$ cat config.mk
export PLATFORM = sky130hd
export DESIGN_NAME = inst_fetch_queue
export DESIGN_NICKNAME = d
export VERILOG_FILES = /design/src/rtl/inst_fetch_queue_pkg.sv /design/src/rtl/inst_fetch_queue_fifo.sv /design/src/rtl/inst_fetch_queue.sv
export SDC_FILE = /design/constraint.sdc
export NUM_CORES = 1
export LEC_CHECK = 0
export CORE_MARGIN = 2
export CORE_UTILIZATION = 41
export CTS_CLUSTER_SIZE = 24
export DETAILED_ROUTE_END_ITERATION = 7
export DONT_BUFFER_PORTS = 1
export GPL_ROUTABILITY_DRIVEN = 0
export REMOVE_ABC_BUFFERS = 1
export SETUP_SLACK_MARGIN = 0.05
export SLEW_MARGIN = 40
export SYNTH_ARGS = -nofsm -noshare
export SYNTH_HDL_FRONTEND = slang
export SYNTH_SLANG_ARGS = --single-unit
$ cat constraint.sdc
create_clock -name clk -period 4.8 [get_ports clk]
set_clock_uncertainty 0.1 [all_clocks]
set_input_delay 0.48 -clock clk [delete_from_list [all_inputs] [get_ports clk]]
set_output_delay 0.48 -clock clk [all_outputs]
set_load 0.01 [all_outputs]
$ cat src/rtl/inst_fetch_queue_pkg.sv
// Shared widths and constants for the fetch stage with prefetch queue.
package inst_fetch_queue_pkg;

    localparam int INST_ADDR_W = 32;
    localparam int INST_W      = 32;
    localparam int FETCH_STEP  = 4;

    // Bits needed to hold any value in 0..max_val inclusive.
    function automatic int count_width(input int max_val);
        return (max_val < 1) ? 1 : $clog2(max_val + 1);
    endfunction

endpackage

$ cat src/rtl/inst_fetch_queue_fifo.sv
// Synchronous FIFO holding {pc, inst} fetch entries; clear beats push/pop.
module fetch_fifo
    import inst_fetch_queue_pkg::*;
#(
    parameter int WIDTH = INST_ADDR_W + INST_W,
    parameter int DEPTH = 4
) (
    input  logic                          clk,
    input  logic                          rst,
    input  logic                          push,
    input  logic [WIDTH-1:0]              push_data,
    input  logic                          pop,
    input  logic                          clear,
    output logic [WIDTH-1:0]              head,
    output logic                          full,
    output logic                          empty,
    output logic [count_width(DEPTH)-1:0] count
);

    localparam int PTR_W = $clog2(DEPTH);
    localparam int CNT_W = count_width(DEPTH);

    logic [WIDTH-1:0] storage [DEPTH];
    logic [PTR_W-1:0] wr_ptr;
    logic [PTR_W-1:0] rd_ptr;
    logic             do_push;
    logic             do_pop;

    assign full    = (count == CNT_W'(DEPTH));
    assign empty   = (count == '0);
    assign do_pop  = pop && !empty;
    // A push into a full FIFO is only taken when the head leaves in the same cycle.
    assign do_push = push && (!full || do_pop);
    assign head    = storage[rd_ptr];

    always_ff @(posedge clk or negedge rst) begin
        if (!rst) begin
            wr_ptr <= '0;
            rd_ptr <= '0;
            count  <= '0;
        end else if (clear) begin
            wr_ptr <= '0;
            rd_ptr <= '0;
            count  <= '0;
        end else begin
            if (do_push) begin
                wr_ptr <= wr_ptr + 1'b1;
            end
            if (do_pop) begin
                rd_ptr <= rd_ptr + 1'b1;
            end
            count <= count + CNT_W'(do_push) - CNT_W'(do_pop);
        end
    end

    always_ff @(posedge clk) begin
        if (do_push && !clear) begin
            storage[wr_ptr] <= push_data;
        end
    end

endmodule

$ cat src/rtl/inst_fetch_queue.sv
// Fetch stage: in-order requests to variable-latency instruction memory, a prefetch
// queue of {pc, inst} toward decode, and flush redirect that drops stale responses.
module inst_fetch_queue
    import inst_fetch_queue_pkg::*;
#(
    parameter int                ADDR_W    = INST_ADDR_W,
    parameter int                DATA_W    = INST_W,
    parameter int                DEPTH     = 4,
    parameter int                MAX_OUTST = 2,
    parameter logic [ADDR_W-1:0] RESET_PC  = '0
) (
    input  logic              clk,
    input  logic              rst,
    output logic              mem_req_o,
    output logic [ADDR_W-1:0] mem_addr_o,
    input  logic              mem_ready_i,
    input  logic              mem_rvalid_i,
    input  logic [DATA_W-1:0] mem_rdata_i,
    input  logic              flush_i,
    input  logic [ADDR_W-1:0] flush_pc_i,
    output logic              if_valid_o,
    input  logic              if_ready_i,
    output logic [ADDR_W-1:0] if_pc_o,
    output logic [DATA_W-1:0] if_inst_o
);

    localparam int CNT_W = count_width(DEPTH);
    localparam int OW    = count_width(MAX_OUTST);
    localparam int OCC_W = count_width(DEPTH + MAX_OUTST);

    logic [ADDR_W-1:0]        fetch_pc;
    logic [ADDR_W-1:0]        resp_pc;
    logic [OW-1:0]            outst;
    logic [OW-1:0]            discard;
    logic                     fetch_en;
    logic [ADDR_W-1:0]        flush_target;
    logic [OCC_W-1:0]         occupancy;
    logic                     accept;
    logic                     resp;
    logic                     push;
    logic                     pop;
    logic [ADDR_W+DATA_W-1:0] fifo_head;
    logic                     fifo_full;
    logic                     fifo_empty;
    logic [CNT_W-1:0]         fifo_count;
    logic [ADDR_W-1:0]        head_pc;
    logic [DATA_W-1:0]        head_inst;

    assign flush_target = {flush_pc_i[ADDR_W-1:2], 2'b00};

    // Requests still owed to the queue count against its space; discarded ones do not.
    assign occupancy = OCC_W'(fifo_count) + OCC_W'(outst) - OCC_W'(discard);
    assign mem_req_o = fetch_en && !flush_i && (outst < OW'(MAX_OUTST))
                       && (occupancy < OCC_W'(DEPTH));
    assign mem_addr_o = fetch_pc;

    assign accept = mem_req_o && mem_ready_i;
    assign resp   = mem_rvalid_i && (outst != '0);
    assign push   = resp && !flush_i && (discard == '0);
    assign pop    = if_valid_o && if_ready_i && !flush_i;

    fetch_fifo #(
        .WIDTH (ADDR_W + DATA_W),
        .DEPTH (DEPTH)
    ) u_fifo (
        .clk       (clk),
        .rst       (rst),
        .push      (push),
        .push_data ({resp_pc, mem_rdata_i}),
        .pop       (pop),
        .clear     (flush_i),
        .head      (fifo_head),
        .full      (fifo_full),
        .empty     (fifo_empty),
        .count     (fifo_count)
    );

    assign {head_pc, head_inst} = fifo_head;
    assign if_valid_o = !fifo_empty;
    assign if_pc_o    = fifo_empty ? '0 : head_pc;
    assign if_inst_o  = fifo_empty ? '0 : head_inst;

    // On flush every request still in flight after this edge becomes stale: outst minus
    // the response consumed this cycle, whether or not it was already marked for discard.
    always_ff @(posedge clk or negedge rst) begin
        if (!rst) begin
            fetch_pc <= RESET_PC;
            resp_pc  <= RESET_PC;
            outst    <= '0;
            discard  <= '0;
            fetch_en <= 1'b0;
        end else begin
            fetch_en <= 1'b1;
            outst    <= outst + OW'(accept) - OW'(resp);
            if (flush_i) begin
                fetch_pc <= flush_target;
                resp_pc  <= flush_target;
                discard  <= outst - OW'(resp);
            end else begin
                if (accept) begin
                    fetch_pc <= fetch_pc + ADDR_W'(FETCH_STEP);
                end
                if (push) begin
                    resp_pc <= resp_pc + ADDR_W'(FETCH_STEP);
                end
                if (resp && (discard != '0)) begin
                    discard <= discard - 1'b1;
                end
            end
        end
    end

    a_no_orphan_resp: assert property (@(posedge clk) disable iff (!rst)
        !(mem_rvalid_i && (outst == '0)));

    a_discard_bounded: assert property (@(posedge clk) disable iff (!rst)
        discard <= outst);

    a_no_overflow: assert property (@(posedge clk) disable iff (!rst)
        !(push && fifo_full && !pop));

    a_addr_held: assert property (@(posedge clk) disable iff (!rst)
        (mem_req_o && !mem_ready_i) |=> (mem_addr_o == $past(mem_addr_o)));

endmodule

Yosys cells after proc, flatten, opt, wreduce, memory -nomap -nowiden
Memories as Yosys holds them, arrays and structs flattened.
Cells that the tools add are included.
{"block": "op_classes", "magnitude_cmp": 2, "muxes": 15, "n_reduce_logical": 26, "n_addsub": 12, "n_eq_ne": 1}
{"cell": "$mux W32", "count": 6}
{"cell": "$add A32 B3 Y32 const B", "count": 2}
{"cell": "$reduce_bool A2 Y1", "count": 7}
{"cell": "$logic_and A1 B1 Y1", "count": 13}
{"cell": "$mux W2", "count": 6}
{"cell": "$add A2 B1 Y2 const B", "count": 2}
{"cell": "$sub A2 B1 Y2", "count": 2}
{"cell": "$add A3 B1 Y3", "count": 1}
{"cell": "$add A3 B2 Y3", "count": 1}
{"cell": "$eq A3 B3 Y1 const B", "count": 1}
{"cell": "$logic_not A1 Y1", "count": 3}
{"cell": "$logic_not A3 Y1", "count": 1}
{"cell": "$lt A3 B3 Y1 const B", "count": 1}
{"cell": "$mux W3", "count": 1}
{"cell": "$sub A3 B1 Y3", "count": 1}
{"cell": "$sub A3 B2 Y3", "count": 1}
{"cell": "$add A2 B1 Y2", "count": 1}
{"cell": "$logic_not A2 Y1", "count": 1}
{"cell": "$lt A2 B2 Y1 const B", "count": 1}
{"cell": "$mux W1", "count": 2}
{"cell": "$sub A2 B1 Y2 const B", "count": 1}
{"cell": "$logic_or A1 B1 Y1", "count": 1}
{"block": "word_totals", "ramBits": 256, "reg_bits": 76, "mem_count": 1, "elab_cells": 65, "out_inout_bits": 98}
{"memory": "u_fifo.storage", "words": 4, "word_bits": 64, "read_ports": 1, "rd_ports_with_merged_regs": 0, "wr": 1, "line_no": "inst_fetch_queue_fifo.sv:23", "text": "logic [WIDTH-1:0] storage [DEPTH];"}

Longest topological paths before layout
Gate-level depths: netlist (run 1).
{"block": "depth", "ltp_word": 10, "ltp_mapped": 15, "ltp_nobuf": 13}

Cells and area by module
From an unflattened synthesis (run 1), not the netlist that was laid out.
{"block": "hier_totals", "cells_unflattened": 896, "area_unflattened_um2": 13994.7}
{"mod": "fetch_fifo", "instances": 1, "cells_each": 382, "area_per_inst_um2": 9701.8}
{"mod": "inst_fetch_queue", "instances": 1, "cells_each": 514, "area_per_inst_um2": 4292.9}

Least setup slack after synthesis (run 1)
OpenSTA, ideal clock, no wires.
{"block": "synth_path", "kind": "register to register", "from": "register discard[0]", "to": "memory u_fifo.storage[0][0] (netlist name), enable pin", "required_ns": 4.274, "setup_time_ns": 0.426, "path_buffers": 0, "period_less_slack_ns": 3.466, "t_arrival_ns": 2.939, "setup_slack_ns": 1.334, "path_stages_with_launch": 6, "path_cell_list": "dfrtp_1 > inv_1 > ha_1 > o211ai_1 > nor3_1 > and2_1"}
{"block": "synth_between", "elab_chain_cells": 6}
{"element": "start: declaration", "line_no": "inst_fetch_queue.sv:34", "text": "logic [OW-1:0] discard;"}
{"element": "start signal: assignment", "line_no": "inst_fetch_queue.sv:98", "text": "discard <= outst - OW'(resp);"}
{"element": "start signal: assignment", "line_no": "inst_fetch_queue.sv:107", "text": "discard <= discard - 1'b1;"}
{"element": "$logic_not A2 Y1", "line_no": "inst_fetch_queue.sv:59", "text": "assign push = resp && !flush_i && (discard == '0);"}
{"element": "$logic_and A1 B1 Y1", "line_no": "inst_fetch_queue.sv:59"}
{"element": "$logic_and A1 B1 Y1", "line_no": "inst_fetch_queue_fifo.sv:33", "text": "assign do_push = push && (!full || do_pop);"}
{"element": "$logic_and A1 B1 Y1", "line_no": "inst_fetch_queue_fifo.sv:57", "text": "if (do_push && !clear) begin"}
{"element": "$mux W1", "line_no": "inst_fetch_queue_fifo.sv:57"}
{"element": "$mux W1 (implied by the code)", "line_no": "inst_fetch_queue_fifo.sv:58", "text": "storage[wr_ptr] <= push_data;"}
{"element": "end: declaration", "line_no": "inst_fetch_queue_fifo.sv:23"}
Every way passes these cells.

Worst setup path in the final report (run 1)
{"block": "layout_path", "from": "register outst[1]", "to": "register outst[1]"}
{"block": "layout_between", "elab_chain_cells": 7, "word_cells_on_any_way": 11}
{"element": "start: declaration", "line_no": "inst_fetch_queue.sv:33", "text": "logic [OW-1:0] outst;"}
{"element": "start signal: assignment", "line_no": "inst_fetch_queue.sv:94", "text": "outst <= outst + OW'(accept) - OW'(resp);"}
{"element": "$add A3 B2 Y3", "line_no": "inst_fetch_queue.sv:52", "text": "assign occupancy = OCC_W'(fifo_count) + OCC_W'(outst) - OCC_W'(discard);"}
{"element": "$sub A3 B2 Y3", "line_no": "inst_fetch_queue.sv:52"}
{"element": "$lt A3 B3 Y1", "line_no": "inst_fetch_queue.sv:54", "text": "&& (occupancy < OCC_W'(DEPTH));"}
{"element": "$logic_and A1 B1 Y1", "line_no": "inst_fetch_queue.sv:54"}
{"element": "$logic_and A1 B1 Y1", "line_no": "inst_fetch_queue.sv:57", "text": "assign accept = mem_req_o && mem_ready_i;"}
{"element": "$add A2 B1 Y2", "line_no": "inst_fetch_queue.sv:94"}
{"element": "$sub A2 B1 Y2 (*)", "line_no": "inst_fetch_queue.sv:94"}
Mark *: on every way between the ends. The rest lies on a longest branch, timed or not.
A chain may end at the register's enable or synchronous reset.

==> impl_metrics.env, run 1 <==
export IMPL_status="complete, no violations"
export IMPL_grt_total_usage_pct=17.49
export IMPL_layout_setup_ws_ns=1.021
export IMPL_fmax_mhz=264.6
export IMPL_core_sq_um=32700
export IMPL_antenna_found_initial=1
export IMPL_rsz0062_at_grt="false"
export IMPL_clk_pin_slew_worst_paths_ns=0.06
export IMPL_synth_edf_count=248
export IMPL_min_path_cells=1
export IMPL_slew_headroom_pct=49.10
export IMPL_cts_buffers=37
export IMPL_syn_inst=848
export IMPL_min_from="flush_pc_i[6]"
export IMPL_ir_drop_uv=210.6
export IMPL_final_hold_viol_count=0
export IMPL_io_buffer_count=0
export IMPL_final_setup_tns_ns=0
export IMPL_wl_per_cell_um=22.12
export IMPL_ys_flop_type="edfxtp_1"
export IMPL_drv_slew=0
export IMPL_crit_slowest_cell="or4_4"
export IMPL_synth_most_common_cell="edfxtp_1"
export IMPL_io_pins=168
export IMPL_clock_sinks=320
export IMPL_hpwl_um=18960
export IMPL_synth_seq_area_share_pct=67.50
export IMPL_p_per_area_nw_per_um2=485.3
export IMPL_die_h_um=186.8
export IMPL_netlist_area_leader_share_pct=54.35
export IMPL_async_flop_share_pct=22.50
export IMPL_arrival_ns=4.07
export IMPL_period_share_pct=78.74
export IMPL_clockRootBuffer="clkbuf_16"
export IMPL_dieWidth_um=186.8
export IMPL_wl_um=30370
export IMPL_cts_tree="built"
export IMPL_ant_nets=0
export IMPL_final_area_sq_um=15900
export IMPL_drtIter0Drc=509
export IMPL_syn_cell_area_sq_um=13700
export IMPL_yosysUniqueCellTypes=62
export IMPL_p_leak_nw=5.398
export IMPL_grt_overflow=0
export IMPL_initial_core_util_pct=41.90
export IMPL_grt_pass1_vias=7722
export IMPL_reg2reg_depth=13
export IMPL_worstPathRequired_ns=5.09
export IMPL_max_stage_delay_ns=0.62
export IMPL_first_pass_iters=4
export IMPL_whs_endpoint="resp_pc[6]"
export IMPL_fin_crit_ns=3.779
export IMPL_grt_pass1_wl_um=46890
export IMPL_drc=0
export IMPL_cts_setup_buffers=0
export IMPL_reg2reg_setup_slack_ns=1.02
export IMPL_synthTopCellsByArea="edfxtp_1 54%, dfrtp_1 13%, mux4_2 10%"
export IMPL_drive_gt1_share_pct=18.26
export IMPL_ys_top_cells_by_count="248 x edfxtp_1, 72 x dfrtp_1, 71 x and2_1"
export IMPL_hold_class="in2reg"
export IMPL_syn_avg_cell_area_sq_um=16.16
export IMPL_finalSetupViolations=0
export IMPL_ys_ff_latch=320
export IMPL_cts_resized=0
export IMPL_crit_fanout=19
export IMPL_maxCapViolations=0
export IMPL_final_net_count=992
export IMPL_rr_endpoint="outst[1]"
export IMPL_grt_max_degree=73
export IMPL_via_per_inst=5.393
export IMPL_cp_start_kind="register"
export IMPL_clk_latency_ns=0.51
export IMPL_tightest_slew_ns=0.7602
export IMPL_vias=7405
export IMPL_crit_path_end_kind="register"
export IMPL_synth_yosys_warnings=0
export IMPL_yosys_area_top_type="edfxtp_1"
export IMPL_syn2layout_area_growth_pct=16.02
export IMPL_htree_levels=2
export IMPL_crit_path_cell_trace="inv_1 > fa_1 > inv_1 > ha_1 > and3b_1 > or4_4 > nand2_2 > inv_2 > ha_1 > inv_1 > ha_1 > xnor2_1 > xnor2_1"
export IMPL_crit_type="reg2reg"
export IMPL_clk_path_buf_depth=3
export IMPL_ctsHoldBuffers=39
export IMPL_dieArea_sq_um=34900
export IMPL_place_area_sq_um=14340
export IMPL_pre_cts_slack_ns=1.033
export IMPL_worstReg2RegStart="outst[1]"
export IMPL_antennaDiodeCount=0
export IMPL_placementRows=66
-- power by group --
part / switching, mW / total (mW) / internal [mW]
sequential: 0.257 / 3.45 / 3.20
clock: 1.07 / 2.66 / 1.59
combinational: 0.880 / 1.60 / 0.723
total: 2.21 / 7.72 / 5.51
-- cell type report --
type                            count  area (sq um)
Timing Repair Buffer               58         635.6
Tap cell                          442         553.0
Clock buffer                       43         958.4
Fill cell                        2795         16800
Inverter                           29         108.9
Sequential cell                   320          9256
Multi-Input combinational cell    460          4195
Clock inverter                     21         188.9
-- layer usage --
| metal | GRT usage, % | share of wire (%) | vias to the layer above |
|---|---|---|---|
| met3 | 4.972 | 6.7 | 45 |
| met1 | 23.61 | 44 | 3797 |
| met4 | 4.762 | 2.3 | 2 |
| li1 | - | - | 3355 |
| met2 | 27.92 | 47 | 206 |
| met5 | 0 | 0.023 | - |
-- state kept, by name, summed over array words and instances (netlist names) --
register / cells
resp_pc: 30
u_fifo.rd_ptr: 2
fetch_en: 1
outst: 2
u_fifo.wr_ptr: 2
discard: 2
u_fifo.count: 3
u_fifo.storage: 248
mem_addr_o: 30
-- cell usage in the layout, fill, tap and decap left out, drive strengths merged, types with 7 or more instances in the layout --
cell,instances
xnor2,19
dlygate4sd3,38
clkinv,14
mux2,22
nand4,14
dfrtp,72
xor2,29
mux4,62
buf,20
clkbuf,43
o21ai,26
and2,71
o211ai,7
a21oi,7
edfxtp,248
nand3,24
nor4,8
nor3,11
nor2,19
inv,29
nand2,48
ha,14
and3,8
-- critical path, delay by kind of cell, from the launching register on --
kind | cells | cell delay, ns
AND/OR/NAND/NOR | 3 | 1.05
XOR/XNOR | 2 | 0.25
flip-flops | 1 | 0.51
buffers and inverters | 4 | 0.40
adder cells (fa/ha/maj) | 4 | 1.33
-- worst max-delay path by stage --
stage | from | to | slack, ns | cells after the start
floorplan | u_fifo.rd_ptr[0] | if_inst_o[0] | 0.86 | 2
global placement | outst[1] | outst[1] | 1.07 | 13
detailed placement | outst[1] | outst[1] | 1.03 | 13
CTS | outst[1] | outst[1] | 1.02 | 13
global route | outst[1] | outst[1] | 0.75 | 13
finish | outst[1] | outst[1] | 1.02 | 13
-- cells by family after synthesis --
family          synth area share, %
compound gates                4.073
other cells                 0.05481
xor+xnor                      3.068
simple gates                  9.113
buf+inv                       2.182
flops                         67.50
mux                           12.44
fa+ha+maj                     1.571
-- per-stage QoR --
stage | std cells | util [%] | power, mW | hold WS (ns)
3_3_place_gp | 1264 | 43.47 | 5.040 | 0.08629
3_5_place_dp | 1269 | 43.84 | 5.105 | 0.08594
2_1_floorplan | 809 | - | 4.646 | 0.08441
6_report | 1373 | 48.61 | 7.715 | 0.02287
4_1_cts | 1372 | 48.60 | 7.853 | 0.001012
5_1_grt | 1373 | 48.61 | 8.133 | 0.001912
Note: power is estimated with default switching activity, not from simulation.
==> run 2, diff against run 1 <==
==> constraint.sdc (replaced) <==
create_clock -name clk -period 3.8 [get_ports clk]
set_clock_uncertainty 0.1 [all_clocks]
set_input_delay 0.38 -clock clk [delete_from_list [all_inputs] [get_ports clk]]
set_output_delay 0.38 -clock clk [all_outputs]
set_load 0.01 [all_outputs]
==> impl_metrics.env, run 2 (same netlist as run 1, synthesis figures left out) <==
export IMPL_cts_tree="built"
export IMPL_first_pass_iters=5
export IMPL_p_total_mw=9.808
export IMPL_p_clk_share_pct=34.9
export IMPL_grt_util_met3_pct=5.328
export IMPL_place_area_sq_um=14370
export IMPL_clk_path_buf_depth=3
export IMPL_arrival_ns=3.88
export IMPL_final_area_sq_um=16210
export IMPL_via_per_inst=5.286
export IMPL_io_buffer_count=0
export IMPL_syn2layout_area_growth_pct=18.29
export IMPL_cts_setup_buffers=0
export IMPL_tightest_slew_ns=0.7065
export IMPL_initial_core_util_pct=41.90
export IMPL_io_pins=168
export IMPL_top_register="u_fifo.storage"
export IMPL_ir_drop_uv=386.2
export IMPL_grt_overflow=0
export IMPL_finalSetupViolations=0
export IMPL_pwr_share_comb_pct=20.8
export IMPL_placementRows=66
export IMPL_final_setup_tns_ns=0
export IMPL_p_sw_mw=2.742
export IMPL_internal_power_mw=7.066
export IMPL_crit_fanout=19
export IMPL_fill_cells=2786
export IMPL_antenna_found_initial=2
export IMPL_core_sq_um=32700
export IMPL_crit_type="reg2reg"
export IMPL_htree_levels=2
export IMPL_fin_crit_ns=3.552
export IMPL_largest_reg_flops=248
export IMPL_cts_buffers=35
export IMPL_layout_commonest_cell="edfxtp_1"
export IMPL_clk_pin_slew_worst_paths_ns=0.06
export IMPL_grt_use_met2_pct=27.70
export IMPL_cp_start_kind="register"
export IMPL_slew_headroom_pct=52.90
export IMPL_dieArea_sq_um=34900
export IMPL_final_cell_mix="248 x edfxtp_1, 70 x dfrtp_1, 67 x and2_1, 62 x mux4_2, 62 x dlygate4sd3_1"
export IMPL_p_per_area_nw_per_um2=605.1
export IMPL_ant_nets=0
export IMPL_period_share_pct=93.48
export IMPL_clockRootBuffer="clkbuf_16"
export IMPL_hpwl_um=19020
export IMPL_final_net_count=1020
export IMPL_holdWs_ns=0.02417
export IMPL_grt_pass1_vias=7554
export IMPL_reg2reg_depth=13
export IMPL_final_hold_viol_count=0
export IMPL_min_path_cells=3
export IMPL_min_from="if_ready_i"
export IMPL_wl_per_cell_um=21.37
export IMPL_grt_pass1_wl_um=46370
export IMPL_drtIter0Drc=519
export IMPL_dieWidth_um=186.8
export IMPL_fmax_mhz=281.5
export IMPL_power_frac_seq_pct=44.3
export IMPL_drc=0
export IMPL_rsz0062_at_grt="false"
export IMPL_wl_um=30000
export IMPL_worstPathRequired_ns=4.13
export IMPL_die_h_um=186.8
export IMPL_grt_busiest_layer="met2"
export IMPL_final_cells=1404
export IMPL_p_leak_nw=5.554
export IMPL_dp_cells=1275
export IMPL_vias=7421
export IMPL_clk_latency_ns=0.50
export IMPL_reg2reg_setup_slack_ns=0.25
export IMPL_grt_util_met1_pct=23.43
export IMPL_drv_slew=0
export IMPL_p_sw_share_pct=27.96
export IMPL_ctsHoldBuffers=64
export IMPL_grt_total_usage_pct=17.32
export IMPL_crit_path_end_kind="register"
export IMPL_clock_sinks=320
export IMPL_rr_endpoint="outst[1]"
export IMPL_status="complete, no violations"
export IMPL_cts_resized=0
export IMPL_grt_max_degree=73
export IMPL_maxCapViolations=0
export IMPL_worstReg2RegStart="u_fifo.count[1]"
export IMPL_drive_gt1_share_pct=18.13
export IMPL_whs_endpoint="u_fifo.rd_ptr[0]"
export IMPL_hold_class="in2reg"
## run 2: cell type report
class / instances / area, sq um / area share (%)
clock buffer: 42 / 944.7 / 5.828
antenna: 2 / 5.005 / 0.03088
tap: 442 / 553.0 / 3.412
timing repair buffer: 88 / 935.9 / 5.774
multi-input combinational: 460 / 4182 / 25.80
clock inverter: 21 / 225.2 / 1.390
sequential: 320 / 9254 / 57.09
inverter: 29 / 108.9 / 0.6716
## run 2: routing by layer
metal	up-vias	part of all wire (%)	wire length (um)
met5	-	0.023	7
met4	2	1.3	394
met3	31	7.2	2151
met2	197	47	14160
met1	3774	44	13290
li1	3417	-	-
## run 2: worst max path at each step
| stage | start | to | slack, ns | cells after the start |
|---|---|---|---|---|
| after CTS | u_fifo.count[1] | outst[1] | 0.23 | 13 |
| final | u_fifo.count[1] | outst[1] | 0.25 | 13 |
| after floorplan | u_fifo.rd_ptr[0] | if_inst_o[0] | -0.04 | 2 |
| after global routing | u_fifo.count[1] | outst[1] | 0.10 | 13 |
| after detailed placement | u_fifo.count[1] | outst[1] | 0.25 | 13 |
| after global placement | u_fifo.count[1] | outst[1] | 0.31 | 13 |
## run 2: through the flow
step | setup slack, ns | util [%]
final | 0.2476 | 49.56
after global routing | 0.1050 | 49.56
after CTS | 0.2325 | 49.55
after detailed placement | 0.2495 | 43.93
after global placement | 0.3107 | 43.91
after floorplan | -0.04393 | -
## run 2: power by group through the flow
stage | Combinational [mW] | Sequential, mW | Clock (mW)
floorplan | 1.45 | 4.42 | 0
global placement | 1.98 | 4.41 | 0
detailed placement | 1.99 | 4.42 | 0
CTS | 2.10 | 4.35 | 3.53
global route | 2.26 | 4.39 | 3.66
finish | 2.04 | 4.35 | 3.42
## run 2: critical path, stage by stage (launching register included)
cell,delay [ns]
dfrtp_1,0.41
inv_1,0.10
fa_1,0.49
inv_1,0.04
ha_1,0.27
and3b_1,0.21
or4_4,0.62
nand2_2,0.21
inv_2,0.18
ha_1,0.32
inv_1,0.03
ha_1,0.17
xnor2_1,0.18
xnor2_1,0.14
